**config.mk**
```make
export PLATFORM = sky130hd
export DESIGN_NAME = mem_5_in
export DESIGN_NICKNAME = d
export VERILOG_FILES = /design/src/rtl/mem_5_in_pkg.sv /design/src/rtl/mem_5_in.sv
export SDC_FILE = /design/constraint.sdc
export NUM_CORES = 1
export LEC_CHECK = 0
export CAP_MARGIN = 10
export CORE_MARGIN = 10
export CORE_UTILIZATION = 51
export DETAILED_ROUTE_END_ITERATION = 8
export PLACE_DENSITY = 0.84
export SLEW_MARGIN = 20
export SYNTH_ARGS = -nofsm -noshare
export SYNTH_HDL_FRONTEND = slang
export SYNTH_SLANG_ARGS = --single-unit
export TNS_END_PERCENT = 1
```
**constraint.sdc**
```tcl
create_clock -name clk -period 4.2 [get_ports clk]
set_input_delay 0.42 -clock clk [delete_from_list [all_inputs] [get_ports clk]]
set_output_delay 0.42 -clock clk [all_outputs]
set_load 0.01 [all_outputs]
```
**src/rtl/mem_5_in_pkg.sv**
```systemverilog
// -----------------------------------------------------------------------------
// mem_5_in_pkg
// Shared definitions for the DNN memory group writers.
//   WORD_WIDTH_DEF / ADDR_WIDTH_DEF : default data-word and address widths
//   GROUP_SIZE                      : number of words carried by one input group
//   IDX_FIRST / IDX_LAST            : first and last values of the word index
//   state_e                         : IDLE / WRITE state encoding
// -----------------------------------------------------------------------------
package mem_5_in_pkg;

  localparam int WORD_WIDTH_DEF = 16;
  localparam int ADDR_WIDTH_DEF = 4;
  localparam int GROUP_SIZE     = 5;

  localparam logic [2:0] IDX_FIRST = 3'd0;
  localparam logic [2:0] IDX_LAST  = 3'd4;

  typedef enum logic {
    ST_IDLE  = 1'b0,
    ST_WRITE = 1'b1
  } state_e;

endpackage : mem_5_in_pkg

```
**src/rtl/mem_5_in.sv**
```systemverilog
// -----------------------------------------------------------------------------
// mem_5_in
// Accepts a group of five words in one handshake and streams them, one word per
// cycle, into an external memory at consecutive (wrapping) addresses starting
// at an internal write pointer. The pointer is loaded from base_addr by start
// while idle and advances by five after every group.
//
// Ports
//   clk                  : clock, rising edge
//   rst                  : asynchronous, active-high reset
//   start                : load write pointer from base_addr (IDLE only)
//   base_addr            : start address for the next sequence of groups
//   in_valid / in_ready  : group handshake
//   data_in_0..data_in_4 : group words; word k goes to pointer+k
//   wr_en                : memory write strobe (registered)
//   wr_addr              : memory write address (registered)
//   wr_data              : memory write data (registered)
//   wr_last              : marks the fifth word of a group (registered)
//   busy                 : high while in WRITE (registered)
// -----------------------------------------------------------------------------
module mem_5_in
  import mem_5_in_pkg::*;
#(
  parameter int WORD_WIDTH = WORD_WIDTH_DEF,
  parameter int ADDR_WIDTH = ADDR_WIDTH_DEF
) (
  input  logic                  clk,
  input  logic                  rst,
  input  logic                  start,
  input  logic [ADDR_WIDTH-1:0] base_addr,
  input  logic                  in_valid,
  output logic                  in_ready,
  input  logic [WORD_WIDTH-1:0] data_in_0,
  input  logic [WORD_WIDTH-1:0] data_in_1,
  input  logic [WORD_WIDTH-1:0] data_in_2,
  input  logic [WORD_WIDTH-1:0] data_in_3,
  input  logic [WORD_WIDTH-1:0] data_in_4,
  output logic                  wr_en,
  output logic [ADDR_WIDTH-1:0] wr_addr,
  output logic [WORD_WIDTH-1:0] wr_data,
  output logic                  wr_last,
  output logic                  busy
);

  localparam logic [ADDR_WIDTH-1:0] GROUP_STEP = ADDR_WIDTH'(GROUP_SIZE);

  // State, index and pointer
  state_e                  state_r;
  logic [2:0]              idx_r;
  logic [ADDR_WIDTH-1:0]   ptr_r;
  logic [WORD_WIDTH-1:0]   hold_r [GROUP_SIZE];

  // Registered memory-side outputs
  logic                    wr_en_r;
  logic [ADDR_WIDTH-1:0]   wr_addr_r;
  logic [WORD_WIDTH-1:0]   wr_data_r;
  logic                    wr_last_r;
  logic                    busy_r;

  // Combinational helpers
  logic                    in_ready_s;
  logic                    accept_s;
  logic [2:0]              next_idx_s;
  logic [ADDR_WIDTH-1:0]   grp_ptr_s;
  logic [ADDR_WIDTH-1:0]   next_addr_s;
  logic [WORD_WIDTH-1:0]   next_word_s;

  // Handshake, pointer selection and next-word lookup
  always_comb begin
    in_ready_s  = 1'b0;
    accept_s    = 1'b0;
    next_idx_s  = 3'd0;
    grp_ptr_s   = ptr_r;
    next_addr_s = ptr_r;
    next_word_s = hold_r[0];

    // Ready while idle, and on the last word so groups chain without a bubble.
    in_ready_s = (state_r == ST_IDLE) || (idx_r == IDX_LAST);
    accept_s   = in_valid && in_ready_s;
    next_idx_s = idx_r + 3'd1;

    // Pointer for a group accepted this cycle. In IDLE, start takes effect
    // immediately so a same-cycle group lands at base_addr. In WRITE the only
    // acceptance point is the last word, where the pointer steps past the
    // group being finished; start is ignored there.
    case (state_r)
      ST_IDLE:  grp_ptr_s = start ? base_addr : ptr_r;
      ST_WRITE: grp_ptr_s = ptr_r + GROUP_STEP;
      default:  grp_ptr_s = ptr_r;
    endcase

    next_addr_s = ptr_r + ADDR_WIDTH'(next_idx_s);

    case (next_idx_s)
      3'd1:    next_word_s = hold_r[1];
      3'd2:    next_word_s = hold_r[2];
      3'd3:    next_word_s = hold_r[3];
      3'd4:    next_word_s = hold_r[4];
      default: next_word_s = hold_r[0];
    endcase
  end

  // Group writer FSM with registered write port
  always_ff @(posedge clk or posedge rst) begin
    if (rst) begin
      state_r   <= ST_IDLE;
      idx_r     <= IDX_FIRST;
      ptr_r     <= '0;
      for (int k = 0; k < GROUP_SIZE; k++) begin
        hold_r[k] <= '0;
      end
      wr_en_r   <= 1'b0;
      wr_addr_r <= '0;
      wr_data_r <= '0;
      wr_last_r <= 1'b0;
      busy_r    <= 1'b0;
    end else if (accept_s) begin
      // New group: capture all five words and present word 0 next cycle.
      state_r   <= ST_WRITE;
      idx_r     <= IDX_FIRST;
      ptr_r     <= grp_ptr_s;
      hold_r[0] <= data_in_0;
      hold_r[1] <= data_in_1;
      hold_r[2] <= data_in_2;
      hold_r[3] <= data_in_3;
      hold_r[4] <= data_in_4;
      wr_en_r   <= 1'b1;
      wr_addr_r <= grp_ptr_s;
      wr_data_r <= data_in_0;
      wr_last_r <= 1'b0;
      busy_r    <= 1'b1;
    end else begin
      case (state_r)
        ST_IDLE: begin
          // start alone just reloads the pointer; wr_addr/wr_data keep their values.
          ptr_r     <= grp_ptr_s;
          wr_en_r   <= 1'b0;
          wr_last_r <= 1'b0;
          busy_r    <= 1'b0;
        end
        ST_WRITE: begin
          if (idx_r == IDX_LAST) begin
            // Group finished with no follow-on group waiting.
            state_r   <= ST_IDLE;
            idx_r     <= IDX_FIRST;
            ptr_r     <= grp_ptr_s;
            wr_en_r   <= 1'b0;
            wr_last_r <= 1'b0;
            busy_r    <= 1'b0;
          end else begin
            idx_r     <= next_idx_s;
            wr_en_r   <= 1'b1;
            wr_addr_r <= next_addr_s;
            wr_data_r <= next_word_s;
            wr_last_r <= (next_idx_s == IDX_LAST);
            busy_r    <= 1'b1;
          end
        end
        default: begin
          state_r   <= ST_IDLE;
          idx_r     <= IDX_FIRST;
          wr_en_r   <= 1'b0;
          wr_last_r <= 1'b0;
          busy_r    <= 1'b0;
        end
      endcase
    end
  end

  assign in_ready = in_ready_s;
  assign wr_en    = wr_en_r;
  assign wr_addr  = wr_addr_r;
  assign wr_data  = wr_data_r;
  assign wr_last  = wr_last_r;
  assign busy     = busy_r;

endmodule : mem_5_in

```
# Word-level counts from Yosys, hierarchy flattened
# Cells that the tools add are included.
# classes
eq_ne	7
n_reduce_logical	4
addsub	3
shifts	0
n_lt_le_gt_ge	0
n_mux	23
n_mul	0
n_bitwise	1
div	0
# ops
cell	n
$pmux 16 s4	1
$mux 16	3
$mux 4	6
$pmux 4 s2	2
$mux 3	3
$eq 3x2->1 const B	2
$eq 3x3->1 const B	2
$mux 1	6
$add 4x3->4	1
$add 4x3->4 const B	1
$pmux 1 s2	2
$add 3x1->3 const B	1
$eq 3x1->1 const B	1
$ne 3x1->1 const B	1
$ne 2x2->1 const B	1
$reduce_and 2->1	1
$reduce_bool 2->1	1
$logic_and 1x1->1	1
$logic_or 1x1->1	1
$not 1->1	1
# totals
output_inout_bits	24
input_bits	88
n_memories	0
elab_cells	50
ff_bits	110
latchBits	0
mem_bits_rw	0
rom_bits	0

# Longest topological paths before layout
# depth
depth_word	6
mapped_depth	8
mapped_depth_nobuf	7

# Worst setup path before layout
# OpenSTA, ideal clock, no wires.
# synth_path
path_kind	flip-flop to flip-flop
from	reg idx_r[0]
to	reg wr_addr_r[3] (netlist: wr_addr[3])
path_slack_ns	1.895
setup_ns	0.136
arrival_ns	2.170
period_less_slack_ns	2.305
path_stages_with_launch	9
n_path_buf	1
required_time_ns	4.064
path_cell_list	dfrtp_1 -> ha_1 -> ha_1 -> clkinv_1 -> clkbuf_1 -> ha_1 -> a21oi_1 -> xor2_1 -> a2bb2oi_1
# synth_via
elab_chain_cells	5
word_cells_on_any_way	11
cone_classes	add/sub: 2; eq/ne: 2; mux: 3; reduce/logical: 4
# synth_rtl
element	line	text
start: declaration	mem_5_in.sv:49	logic [2:0] idx_r;
start signal: assignment	mem_5_in.sv:151	idx_r <= next_idx_s;
$add 3x1->3 / $eq 3x3->1 (equally long branches)	mem_5_in.sv:80, mem_5_in.sv:78, mem_5_in.sv:142	
$add 4x3->4 / $logic_or 1x1->1 (equally long branches)	mem_5_in.sv:92, mem_5_in.sv:78	
$mux 4 / $logic_and 1x1->1 (equally long branches)	mem_5_in.sv:142, mem_5_in.sv:79	
$mux 4, or another cell as far along	mem_5_in.sv:133	case (state_r)
$mux 4 / $reduce_and 2->1 (equally long branches)	n/a	
end signal: assignment	mem_5_in.sv:128	wr_addr_r <= grp_ptr_s;
end signal: assignment	mem_5_in.sv:153	wr_addr_r <= next_addr_s;
end: declaration	mem_5_in.sv:55	logic [ADDR_WIDTH-1:0] wr_addr_r;
# Parallel ways exist; a longest one is shown, timed or not. The select of a mux whose other input is x is not followed.
# A chain may end at the register's enable or synchronous reset.

# Worst setup path in the final report
# layout_path
from	reg idx_r[0]
to	out in_ready
# layout_via
elab_chain_cells	2
# layout_rtl
element	line	text
$eq 3x3->1	mem_5_in.sv:78	in_ready_s = (state_r == ST_IDLE) || (idx_r == IDX_LAST);
$logic_or 1x1->1	mem_5_in.sv:78	
end: declaration	mem_5_in.sv:32	output logic in_ready,
# No other way between the ends.

==> flow_results.org <==
** Critical path
- STA classifies the critical path endpoint as a primary output.
- The critical path runs through a total of 6 cells.
- In this design, the largest share of critical-path delay is due to buffers and inverters.
- STA classifies the critical path startpoint as a flip-flop.
- Along the worst path, the maximum fanout reaches 40.
- Cells along the critical path :: inv_1 > ha_1 > a21boi_2 > clkinv_1 > buf_4 > clkdlybuf4s50_1
- Longest individual stage delay on the worst path :: 680 ps
- For the worst setup path, the data required time is 3780 ps.
- Data arrival at the endpoint of the critical path :: 3200 ps
- CP max-delay cell :: sky130_fd_sc_hd__ha_1
- Across all register-to-register paths, the minimum setup slack is ~990 ps.
- Worst-case reg-to-reg path depth :: 7
- The critical path is of the flip-flop to primary output type.
- Counting both buffers and inverters, the worst setup path holds a total of 4.

** Floorplan
- The floorplan has 36 rows.
- Chip height :: 120 um
- Effective utilization at floorplan :: 52.2%
- The die covers 14400 sq um.
- The total area inside the core boundary comes to 9730 sq um.
- For this design the top-level I/O count stands at 112.
- Measured along the x axis, the die boundary spans ~120 um.

** Power
- Fraction of power spent switching nets :: 38.5%
- Peak supply drop :: between 0.2 and 0.3 mV
- Sequential cells account for a little under two fifths of the total power.
- Of the total power, the clock network draws 12.6%.
- Final total power :: 5230 uW
- Internal cell power :: 3220 uW
- For this design the total switching power over the nets is 2010 uW.
- For this design the ratio of total power to cell area is 810 nW/um^2.
- In this run the static leakage power is 0.00271 uW.
- Combinational power share :: roughly half

** Global route
- In the global route stage, met2 resource usage came out at 28.1%.
- Fraction of met1 tracks used by global routing :: 21.9%
- Initial antenna violation count :: 0
- Pin count of the biggest net entering global routing :: 92
- Via count of the first global-routing pass :: 3919
- Combined global-route utilization of all metal layers :: 16.9%
- Global-route congestion overflow total :: 0
- First-pass GRT wire length :: about 20 mm
- Top Usage Layer GRT :: met2
- Met3 track demand over resource in global routing :: a little under 3%

** Worst hold path
- Counting instances, the worst hold path has a depth of 1.
- The worst hold path belongs to the class flip-flop to flip-flop.

** Synthesis
- Share of Yosys cell area claimed by the top area cell type :: 53.7%
- Sequential elements use 53.7% of the synthesized area.
- Yosys synthesis warning count :: 0
- Number of enable flip-flop cells after synthesis :: 0
- Among all flip-flop cells after synthesis, the most frequent one is sky130_fd_sc_hd__dfrtp_1.
- Total standard cell area after synthesis :: 5080 sq um
- Gate Count Post-Synth :: 388
- In the synthesized netlist the async set-or-reset flop fraction comes to 100%.
- The synthesized netlist contains 39 unique library cells.
- Flop and latch count out of synthesis :: 109
- Post-synth top area cell :: sky130_fd_sc_hd__dfrtp_1
- Per-instance average area after synthesis :: 13.1 sq um
- Post-synthesis net count :: 486
- Synth top area cells :: sky130_fd_sc_hd__dfrtp_1, sky130_fd_sc_hd__mux2_2, sky130_fd_sc_hd__mux2i_1, sky130_fd_sc_hd__a222oi_1, sky130_fd_sc_hd__a221oi_2

** Route
- The detail route stage leaves a number of antenna-violating nets equal to 0.
- DRC :: 0
- DRT iter0 DRCs :: 214
- Dividing the detail-routed wire length by the instance count gives 19.6 um.
- The routed layout has 3550 vias.
- For this block, the routed nets add up to 12.2 mm of wire.
- The pre-antenna-repair detailed-routing pass consisted of 5 iterations.
- Via density per instance :: 5.70

** Clocking
- TritonCTS built the clock tree.
- TritonCTS Sinks :: about 110
- Setup bufs post-CTS :: 0
- Total of hold buffers inserted after clock tree synthesis :: 0
- In this run, CTS created clock tree buffers numbering 9.
- Clock latency on the worst-skew pair, taken at its later pin, is approximately 360 ps.
- The clock tree synthesis step divided the H-tree into 3 levels.
- Clk pin slew, worst setup/hold paths :: 110 ps
- CTS Root Buffer Type :: sky130_fd_sc_hd__clkbuf_8
- CTS-repair resized insts :: 0
- The clock passes through at most 2 buffers.

** Finish
- In the layout the commonest cells are sky130_fd_sc_hd__clkdlybuf4s50_1, sky130_fd_sc_hd__dfrtp_1, sky130_fd_sc_hd__mux2_2.
- Number of filler cells placed in the layout :: 727
- The library cell used most frequently in the layout, excluding fill and tap cells, is sky130_fd_sc_hd__clkdlybuf4s50_1.
- Diode insertion count for antenna repair :: 0
- Area growth from synthesis to final layout :: 27.1%
- Of the cells placed in the final design, the portion with a size suffix greater than 1 is 22.2%.
- In the final design database the tool counted between 500 and 600 nets.
- Design Area, Final :: 6460 sq um

** Timing
- Time the final worst path needs with I/O delays and setup :: 3620 ps
- At the pin with the least slew margin, the transition time is roughly 1000 ps.
- Post-route worst hold slack :: between 400 and 500 ps
- After routing, the total negative slack on setup checks comes to 0 ps.
- Unrepaired setup endpoints after global routing :: no
- Final Hold Viols :: 0
- The clock arrives with between 15 and 20 ps of skew.
- Number of failing setup endpoints in the final timing report :: 0
- Achievable clock frequency :: 276 MHz
- Period utilization :: between 80% and 90%
- Worst slew margin relative to its limit :: 32.7%
- The count of pins over their slew limit is 0.

** Placed design
- At the end of routability-driven placement, the weighted congestion stood at around 0.78.
- Buffers placed on the I/O ports in this run total 111.
- In this run the cell area measured after placement is 6250 sq um.
- After legalization and detailed placement, the total HPWL measured roughly 9.1 mm.

** Outcome
- The flow ran to the end, and the final reports show no timing, DRC or antenna violations.

** Flow run
- Max-cap violations in this run came to 0.
through the flow:
step | instances | utilization (%) | setup slack, ps
CTS | 623 | 66.3 | 533
global route | 623 | 66.4 | 343
floorplan | 388 | - | 906
detailed placement | 607 | 64.2 | 949
global placement | 607 | 64.2 | 1090
finish | 623 | 66.4 | 580
cells in the mapped netlist (all sizes together) (2+ instances only):
| cell type | count |
|---|---|
| nor2b | 3 |
| inv | 6 |
| a311oi | 2 |
| nand2 | 11 |
| mux2i | 17 |
| a21oi | 6 |
| clkbuf | 15 |
| a211oi | 17 |
| a222oi | 16 |
| buf | 14 |
| nor2 | 36 |
| o21ai | 7 |
| dfrtp | 109 |
| nand2b | 2 |
| a21o | 2 |
| a221oi | 17 |
| xnor2 | 2 |
| mux2 | 80 |
| clkinv | 2 |
| xor2 | 2 |
| ha | 9 |
power by group through the flow:
stage	clock (uW)	sequential, uW	combinational (uW)
after global placement	0	1920	2540
after floorplan	0	1900	1920
after CTS	667	1940	2650
final	660	1940	2630
after global routing	705	2010	2870
after detailed placement	0	1960	2650
sequential cells by signal, indices dropped and copies added, names as in the netlist:
name,cells
busy,1
wr_data,16
hold_r,80
wr_last,1
wr_addr,4
idx_r,3
ptr_r,4
routing by layer:
metal / routed length [um] / vias to the layer above / share of wire [%]
li1: - / 1644 / -
met1: 5290 / 1775 / 43
met2: 6080 / 116 / 50
met3: 665 / 15 / 5.4
met4: 187 / 0 / 1.5
met5: 0 / - / 0
cell families (layout without fill, tap and decap cells):
logic type	Yosys count	after routing	share of synthesized area [%]
compound gates	76	76	13.5
xor+xnor	4	4	0.690
fa+ha+maj	10	10	2.61
buf+inv	37	139	3.82
flops	109	109	53.7
mux	97	97	21.1
simple gates	55	55	4.58
final timing paths:
path | start | to
min reg2reg | hold_r[15] | hold_r[15]
max | idx_r[0] | in_ready
min | hold_r[15] | hold_r[15]
min in group asynchronous | rst | ptr_r[1]
max reg2reg | idx_r[0] | hold_r[35]
max in group asynchronous | rst | hold_r[63]
cell type report:
type	count	area, sq um	area share, %
inverters	8	35.0	0.543
clock buffers	10	138	2.13
well taps	133	166	2.58
multi-input cells	242	2170	33.5
clock inverters	6	71.3	1.10
flip-flops and latches	109	2730	42.2
repair buffers	115	1150	17.9
Note: power is estimated with default switching activity, not from simulation.
==> variant, RTL diff (same settings) <==
Reset style: synchronous (`rst`), changed in one clocked block. Comments in the files are not updated.
--- a/src/rtl/mem_5_in.sv
+++ b/src/rtl/mem_5_in.sv
@@ -101,7 +101,7 @@
   end
 
   // Group writer FSM with registered write port
-  always_ff @(posedge clk or posedge rst) begin
+  always_ff @(posedge clk) begin
     if (rst) begin
       state_r   <= ST_IDLE;
       idx_r     <= IDX_FIRST;
Behaviour: differs if rst is asserted again (counterexample within 4 cycles, from zero or initial values and one cycle with rst high); with rst held inactive, the same outputs for 10 cycles.
==> variant against the original RTL <==
Synthesized cell count grew 1.5%; sequential cell count did not move; sequential share of layout area rose by 5.4 points; maximum frequency rose by 22%; cell area fell by 3.1%; via count decreased by 4.9%; largest cell class unchanged; non-clock buffer count is 3 lower; wire length down 8.4%; critical path depth increased by 1; setup slack improved by 0.66 ns; synthesized area is 1.3% lower.
Power is not compared: it rests on default switching activity, and its combinational part moved more than twofold at a synthesized area within 25%.
==> variant: results (changes against the original RTL) <==
[cells_and_area]
multi_input_gates=247  ; +2.1%
clk_share=0.0286  ; -0.00377
buffers_excl_clock=112  ; -2.6%
seq_share=0.477  ; +0.0542
buffer_area_frac=0.179  ; about the same
finalInstanceArea_um2=6260  ; -3.1%
drive_above_1_share=0.0508  ; -0.172
nNetsFinal=585  ; +0.34%
multi_input_area_share=0.284  ; -0.0511
fillCellCount=728  ; +0.14%
largest_reg_flops=80  ; unchanged

[global_route]
grtUsageMet1=0.203  ; -0.0164
grt_util_met2=0.252  ; -0.0289
grt_first_pass_wirelength_um=17900  ; -10%
met3_usage=0.0340  ; +0.00447
grt_use_total=0.154  ; -0.0150

[synth]
synth_area_leaders=edfxtp_1, dfxtp_1, and2_1
ys_types=36  ; -7.7%
synth_edf_count=80  ; +80
synth_compound_area_frac=0.106  ; -0.0292
async_reset_ff_frac=0  ; -1.00
muxShareOfSynthArea=0.0759  ; -0.135
synthAdderAreaFrac=0.0265  ; +0.000345
synthXorXnorAreaFrac=0.00699  ; +0.0000912
syn-num-nets=492  ; +1.2%
synthTopCellsByCount=and2_1, edfxtp_1, mux2i_1, dfxtp_1, nand2_1
synth_flop_cell=edfxtp_1

[critical_path]
slowest_delay_ns=0.73  ; +0.05 ns
reg2reg_setup_slack_ns=1.24  ; +0.25 ns
crit_arrival_ns=3.18  ; -0.02 ns
crit_fanout=80  ; +100%

[clock_tree]
numCtsBuffers=9  ; unchanged
post_cts_buffers=0  ; unchanged

[route]
wl_met3_um=702  ; +5.6%
met1_length_um=5030  ; -5.0%
ant_nets=0  ; unchanged
first_iter_violations=302  ; +41%
vias=3377  ; -4.9%
wirelength_um=11200  ; -8.4%

[timing]
max_slew_margin=0.357  ; +0.0293
finalClockSkew_ns=0.0121  ; -0.00378 ns

[place]
place_area_um2=6080  ; -2.7%
dp_hpwl_um=7970  ; -12%

[run_status]
status=finished, final reports clean

## variant: worst paths after layout
check	from	to	cells past startpoint
setup / recovery	idx_r[0]	hold_r[0][33]	7
hold / removal	wr_addr[3]	wr_addr[3]	2
setup reg to reg	idx_r[0]	hold_r[0][33]	7
hold reg to reg	wr_addr[3]	wr_addr[3]	2
## variant: metrics by stage
step            util  total power, mW  setup slack (ns)  hold slack (ns)  instances
2_1_floorplan      -             1.48              1.12            0.479        394
3_3_place_gp   0.628             1.63              1.35            0.491        609
3_5_place_dp   0.628             1.65              1.23            0.504        609
4_1_cts        0.646             2.22              1.21            0.527        625
5_1_grt        0.646             2.30             0.951            0.578        625
6_report       0.646             2.21              1.24            0.530        625
## variant: worst max-delay path: cells and delay by family (launching register included)
kind,cells,cell delay [ns]
DFF,1,0.36
and+or+nand+nor,3,1.20
adders and majority gates,1,0.73
AOI/OAI and AO/OA,1,0.22
buffers and inverters,2,0.28
